<file path="src/rtl/instr_encode_loader.sv">
// instr_encode_loader: packs field-level instruction bundles into 32-bit MIPS
// words and writes them sequentially into instruction memory from address 0.
// Optional build macro LOADER_CHECKSUM_EN adds a running XOR of written words.
//
// state  | meaning
// IDLE   | waiting for Start
// ACCEPT | InReady high, waiting for a bundle handshake
// WRITE  | one-cycle memory write strobe for the latched word
// DONE   | one-cycle Done pulse, then back to IDLE
module instr_encode_loader #(
  parameter int ADDR_WIDTH = 6
) (
  input  logic                  Clk,
  input  logic                  Rst,
  input  logic                  Start,
  input  logic                  InValid,
  output logic                  InReady,
  input  logic [1:0]            InClass,
  input  logic [4:0]            InRs,
  input  logic [4:0]            InRt,
  input  logic [4:0]            InRd,
  input  logic [5:0]            InFunct,
  input  logic [15:0]           InImm,
  input  logic                  InLast,
  output logic                  MemWrEn,
  output logic [ADDR_WIDTH-1:0] MemAddr,
  output logic [31:0]           MemWrData,
  output logic                  Busy,
  output logic                  Done,
  output logic                  Error,
  output logic [ADDR_WIDTH:0]   Count,
  output logic [31:0]           Checksum
);

  typedef enum logic [1:0] {S_IDLE, S_ACCEPT, S_WRITE, S_DONE} state_t;

  state_t                state_q, state_d;
  logic [ADDR_WIDTH-1:0] addr_q, addr_d;
  logic [31:0]           data_q, data_d;
  logic                  last_q, last_d;
  logic [ADDR_WIDTH:0]   count_q, count_d;
  logic                  error_q, error_d;

  function automatic logic [31:0] encode(input logic [1:0] cls, input logic [4:0] rs,
                                         input logic [4:0] rt, input logic [4:0] rd,
                                         input logic [5:0] funct, input logic [15:0] imm);
    logic [31:0] w;
    case (cls)
      2'b00:   w = {6'b000000, rs, rt, rd, 5'b00000, funct};
      2'b01:   w = {6'b100011, rs, rt, imm};
      2'b10:   w = {6'b101011, rs, rt, imm};
      default: w = {6'b000100, rs, rt, imm};
    endcase
    return w;
  endfunction

  // State and datapath registers, asynchronously cleared
  always_ff @(posedge Clk or posedge Rst) begin
    if (Rst) begin
      state_q <= S_IDLE;
      addr_q  <= '0;
      data_q  <= '0;
      last_q  <= 1'b0;
      count_q <= '0;
      error_q <= 1'b0;
    end else begin
      state_q <= state_d;
      addr_q  <= addr_d;
      data_q  <= data_d;
      last_q  <= last_d;
      count_q <= count_d;
      error_q <= error_d;
    end
  end

  // Next-state and datapath updates; Count doubles as the next free address
  always_comb begin
    state_d = state_q;
    addr_d  = addr_q;
    data_d  = data_q;
    last_d  = last_q;
    count_d = count_q;
    error_d = error_q;
    case (state_q)
      S_IDLE: begin
        if (Start) begin
          state_d = S_ACCEPT;
          addr_d  = '0;
          count_d = '0;
          error_d = 1'b0;
        end
      end
      S_ACCEPT: begin
        if (InValid) begin
          data_d  = encode(InClass, InRs, InRt, InRd, InFunct, InImm);
          last_d  = InLast;
          addr_d  = count_q[ADDR_WIDTH-1:0];
          state_d = S_WRITE;
        end
      end
      S_WRITE: begin
        count_d = count_q + {{ADDR_WIDTH{1'b0}}, 1'b1};
        if (last_q) begin
          state_d = S_DONE;
        end else if (addr_q == {ADDR_WIDTH{1'b1}}) begin
          error_d = 1'b1;
          state_d = S_DONE;
        end else begin
          state_d = S_ACCEPT;
        end
      end
      default: state_d = S_IDLE;
    endcase
  end

  assign InReady   = (state_q == S_ACCEPT);
  assign MemWrEn   = (state_q == S_WRITE);
  assign Busy      = (state_q == S_ACCEPT) || (state_q == S_WRITE);
  assign Done      = (state_q == S_DONE);
  assign MemAddr   = addr_q;
  assign MemWrData = data_q;
  assign Count     = count_q;
  assign Error     = error_q;

`ifdef LOADER_CHECKSUM_EN
  logic [31:0] chk_q, chk_d;

  // Running XOR of every word written this session
  always_comb begin
    chk_d = chk_q;
    if (state_q == S_IDLE && Start) chk_d = '0;
    else if (state_q == S_WRITE)    chk_d = chk_q ^ data_q;
  end

  // Checksum register
  always_ff @(posedge Clk or posedge Rst) begin
    if (Rst) chk_q <= '0;
    else     chk_q <= chk_d;
  end

  assign Checksum = chk_q;
`else
  assign Checksum = 32'h0;
`endif

endmodule
</file>
<file path="config.mk">
export PLATFORM = sky130hd
export DESIGN_NAME = instr_encode_loader
export DESIGN_NICKNAME = d
export VERILOG_FILES = /design/src/rtl/instr_encode_loader.sv
export SDC_FILE = /design/constraint.sdc
export NUM_CORES = 1
export LEC_CHECK = 0
export ABC_AREA = 1
export BUFFER_PORTS_ARGS = -buffer_cell sky130_fd_sc_hd__buf_2
export CAP_MARGIN = 25
export CORE_UTILIZATION = 41
export DETAILED_ROUTE_END_ITERATION = 10
export PLACE_DENSITY = 0.76
export SETUP_SLACK_MARGIN = 0.5
export SYNTH_ARGS = -nofsm -noshare
export SYNTH_HDL_FRONTEND = slang
export SYNTH_SLANG_ARGS = --single-unit
</file>
<file path="constraint.sdc">
create_clock -name Clk -period 1.4 [get_ports Clk]
set_input_delay 0.28 -clock Clk [delete_from_list [all_inputs] [get_ports Clk]]
set_output_delay 0.28 -clock Clk [all_outputs]
set_load 0.02 [all_outputs]
</file>
---- Word level (Yosys, flattened, before mapping) ----
Index checks and enable logic that the tools add are counted.
storage, ports and cells
  register bits ........................... 49
  input bits .............................. 44
  output and inout bits ................... 82
  word-level logic and storage cells ...... 42
operators by class
  $add $sub $neg .......................... 1
  equality and inequality tests ........... 10
  multiplexer cells ....................... 15
  reduce and logical (&&, ||, !) cells .... 10
operators by type and width
  operator                                                count
  case mux 32 bit (3 select lines)                        1
  case mux 7 bit (2 select lines)                         1
  two-way mux 6 bit                                       2
  case mux 6 bit (2 select lines)                         1
  two-way mux 2 bit                                       4
  adder 7 x 1 -> 7 bit (second input constant)            1
  two-way mux 7 bit                                       1
  == test 2 bit (second input constant)                   3
  == test 6 bit (second input constant)                   1
  inequality test 2 bit (second input constant)           3
  case mux 2 bit (3 select lines)                         1
  AND reduction 2 bit                                     3
  == test 2 x 1 -> 1 bit (second input constant)          2
  logical NOT 2 bit                                       2
  AND reduction 4 bit                                     1
  nonzero test 2 bit                                      2
  two-way mux 1 bit                                       3
  AND reduction 3 bit                                     1
  inequality test 2 x 1 -> 1 bit (second input constant)  1
  case mux 1 bit (2 select lines)                         1
  logical OR 1 bit                                        1

---- Logic depth before layout (Yosys ltp) ----
  depth after elaboration ................. 4
  mapped depth ............................ 8
  mapped depth without buffers ............ 8

---- Worst setup path before layout ----
OpenSTA, ideal clock, no wires.
  path kind ............................... register -> register
  from .................................... reg state_q[0]
  to ...................................... reg count_q[4] (netlist: Count[4])
  arrival time ............................ 1469 ps
  required time ........................... 1283 ps
  setup slack ............................. -186 ps
  stages on the path, launching flop included .. 9
  path buffers ............................ 1
  period minus slack after synthesis ...... 1586 ps
  path through ............................ dfrtp_1 > inv_1 > ha_1 > inv_2 > o21ai_2 > buf_6 > nand3_2 > nor2_1 > nor2_1
on the way
  cells in the longest elaborated chain, start to end .. 3
  elaborated cells between the ends (all ways) .. 6
ends and longest elaborated chain
  what                                  RTL line  text
  from (decl)                           37        state_t state_q, state_d;
  from (signal assigned)                67        state_q <= state_d;
  == test 2 bit (*)                     n/a
  named net MemWrEn                     25        output logic MemWrEn,
  nonzero test 2 bit (no source line)   n/a
  AND reduction 2 bit (no source line)  n/a
  to (signal assigned)                  71        count_q <= count_d;
  to (decl)                             41        logic [ADDR_WIDTH:0] count_q, count_d;
Mark *: on every way through the listed nets, which the timed path passes. The rest lies on a longest branch.
A chain may end at the register's enable or synchronous reset.

---- Worst setup path in the final report ----
  from .................................... reg state_q[0]
  to ...................................... reg count_q[5] (netlist: Count[5])
on the way
  cells in the longest elaborated chain, start to end .. 3
  elaborated cells between the ends (all ways) .. 6
ends and longest elaborated chain
  what                                                                                 RTL line  text
  == test 2 bit / logical NOT 2 bit (equally long branches)                            84        case (state_q)
  nonzero test 2 bit (no source line) / inequality test 2 bit (equally long branches)  n/a
  AND reduction 2 bit (no source line)                                                 n/a
Several ways; a longest one is shown, not always the timed one.

==> Flow_metrics.wiki <==
{| class="wikitable"
! Metric !! Value
|-
| Maximum fanout count along the critical path || 8
|-
| Post-synthesis cell type count || 24
|-
| Shortest period the worst path allows || 1521 ps
|-
| Seq cells post-synth || between 40 and 50
|-
| Number of placed I/O pins || 126
|-
| Total length of routed wires || 7.684 mm
|-
| Clock network power share || 0.112
|-
| Power Dens Cells || 2066 mW/mm^2
|-
| End-of-flow core utilization || 0.7569
|-
| Sequential element share of the synthesized area || 0.4684
|-
| Worst Hold Class || in -> async
|-
| Design area || 0.004270 mm^2
|-
| Number of antenna violations at the first check in global routing || 0
|-
| Clock transition at the register clock pins on the worst setup and hold paths after CTS || 90 ps
|-
| Mean post-synth cell area || 8.246 um^2
|-
| Signed area change from the synthesized netlist to the final layout || 73.78%
|-
| Lkg Pwr || ~2.2 nW
|-
| Internal power || 5.256 mW
|-
| Crit share post-route || 1.086
|-
| Via count of the first global-routing pass || 2371
|-
| Startpoint of the most critical register-to-register path || state_q[0]
|-
| Crit path launch type || flop
|-
| Clk sinks || 46
|-
| Net switching fraction of the power || 0.4042
|-
| Die H || 79.42 um
|-
| Maximum number of pins on one net before global-route repair || between 40 and 50
|-
| Detailed route wirelength on metal2 || 4.075 mm
|-
| Max capacitance violation total || 0
|-
| Antenna diodes || 0
|-
| Post-Place Cell Area || between 0.002 and 0.003 mm^2
|-
| Total met3 wirelength after detailed routing || 463 um
|-
| Worst skew pair latency || 300 ps
|-
| Via Count || between 2000 and 3000
|-
| Cts hold-fix bufs || 0
|-
| Commonest register cell after synthesis || dfrtp_1
|-
| Total Neg Setup Slack || -937.9 ps
|-
| DRC violation total after the first TritonRoute iteration || 151
|-
| Proportion of synthesized flip-flops having asynchronous set or reset || 1.000
|-
| Maximum clock insertion buffer count || 2
|-
| Highest routing layer actually used || met4
|-
| CTS tree || done
|-
| Skew final || 6.043 ps
|-
| Setup ws final || -120.6 ps
|-
| TritonRoute pass-1 iters || 4
|-
| Top-area cell type share of the netlist area || 0.4684
|-
| Count of final max-slew check failures || 0
|-
| RSZ-0062 raised after global routing || yes
|-
| Endpoints failing setup || 28
|-
| Peak ir drop on the vdd network || 1452 uV
|-
| Endpoints failing hold || 0
|-
| Final-stage net count || 507
|-
| Placeable core region || roughly 0.0056 mm^2
|-
| Sort of element at the end of the critical path || flop
|-
| Worst reg2reg setup slack || -120 ps
|-
| Final std cells w/o fill || 525
|-
| Cell count after placement || 463
|-
| Initial core utilization || 0.4356
|-
| Number of port buffers || 92
|-
| Most used standard cells in the synthesized netlist || 89 x nand2_1, 46 x dfrtp_1, 35 x buf_4
|-
| Cell with the most instances after synthesis || nand2_1
|-
| Antenna-violating nets left || 0
|-
| Global Route Usage Sum || 0.2311
|-
| Failing checks || negative setup slack
|-
| Die W || 79.42 um
|-
| Floorplan die area || 0.006308 mm^2
|-
| Clock buffers created by TritonCTS || 5
|-
| Final HPWL from detailed placement || 3.987 mm
|-
| Achievable Freq || 657.6 MHz
|-
| Synth Cell Area || 0.002457 mm^2
|-
| Share of layout cells above drive strength 1 || 0.5055
|-
| Count of flip-flops with a built-in enable after synthesis || 0
|-
| Crit path kind || reg -> reg
|-
| Placement row count || 27
|-
| Synthesized instance count || 298
|-
| Avg Vias per Cell || roughly 4.9
|-
| Post-DR wirelength/cell || approximately 15 um
|-
| Relative contribution of combinational cells to total power || 0.632
|-
| Sequential power share || 0.256
|-
| Routability congestion estimate || 0.8339
|-
| Result of the run || finished with violations
|-
| Top cells by area in the synthesized netlist || dfrtp_1 47%, nand2_1 14%, buf_4 11%, ha_1 5.6%, nand3_1 4.7%
|-
| Yosys top cell by area || dfrtp_1
|-
| Power, Total || about 8.8 mW
|-
| Critical path required time || ~1600 ps
|-
| Beginning of the critical path || state_q[0]
|-
| Net load switching power || 3.566 mW
|-
| Arr. time, crit path || 1760 ps
|-
| Deepest level of the CTS H-tree || 2
|-
| Number of warnings reported in the yosys synthesis log || 0
|-
| DRC violation count after routing || 0
|-
| Clock tree root driver cell || clkbuf_8
|-
| Total congestion overflow after global routing || 0
|-
| Met1 routed wirelength after detailed routing || 2.847 mm
|-
| First-pass GRT wire length || 11.02 mm
|}
cell usage in the layout, fill, tap and decap left out, types with 6 or more instances in the layout:
cell,instances
nand2_4,7
nand3_1,21
dfrtp_1,43
ha_1,7
nand2_1,67
o21ai_2,7
buf_4,49
conb_1,33
buf_12,6
buf_6,54
nor2_2,7
buf_2,43
nand2_2,14
inv_1,16
a31oi_1,9
nor2_1,11
path summary, 6_finish.rpt:
check,end,cells past startpoint
max,Count[5],10
min,Count[4],3
max reg2reg,Count[5],10
min reg2reg,MemWrData[17],2
max in group asynchronous,MemWrData[27],3
min in group Clk,MemWrData[22],3
layout make-up:
cell class                 instances  area, um^2
multi-input combinational        217        1314
inverter                          22       101.3
fill                             356        1371
timing repair buffer             160        1504
clock inverter                     1       30.03
clock buffer                       7       76.32
sequential                        46        1155
tap                               72       90.09
power groups by stage:
stage | Clock (mW) | Combinational (mW) | Sequential (mW)
floorplan | 0 | 1.44 | 2.69
global placement | 0 | 2.84 | 2.13
CTS | 0.991 | 4.68 | 2.23
detailed placement | 0 | 2.90 | 2.13
finish | 0.985 | 5.57 | 2.26
global route | 1.06 | 5.91 | 2.31
per-layer routing:
metal | up-vias | global-route usage
met1 | 1195 | 0.2702
met2 | 136 | 0.4094
met5 | - | 0
li1 | 1207 | -
met3 | 33 | 0.04457
met4 | 0 | 0.09818
cell families after synthesis:
family	after synthesis	synth area share
buffers and inverters	67	0.1624
other	1	0.001526
DFF	46	0.4684
and+or+nand+nor	141	0.2378
adders and majority gates	11	0.05601
AOI/OAI and AO/OA	32	0.07384
timing repair:
action / CTS / global route
setup buffers: 27 / 21
pin swaps: 9 / 11
gates resized for setup: 158 / 42
gates cloned: 5 / 1
endpoints found under the hold margin: 0 / 0
endpoints found under the setup margin: 95 / 95
sequential cells by signal, summed over array words and instances, names as in the netlist:
register / flops
Count: 7
MemAddr: 6
Error: 1
last_q: 1
MemWrData: 29
state_q: 2
per-stage QoR:
stage | worst slack [ps] | hold WS (ps)
2_1_floorplan | -15.32 | 296.9
3_3_place_gp | 34.85 | 354.2
3_5_place_dp | -12.34 | 359.0
4_1_cts | -97.92 | 34.35
5_1_grt | -203.6 | 41.46
6_report | -120.6 | 12.07
worst max-delay path, stage by stage (launching register included):
cell      delay (ps)
dfrtp_1          410
inv_2            110
ha_4             150
buf_4            120
inv_4             40
o21ai_4          160
buf_6            160
nand3b_1         100
nand2_1           90
inv_1             40
nor2_1            80
(Power assumes the default switching activity.)
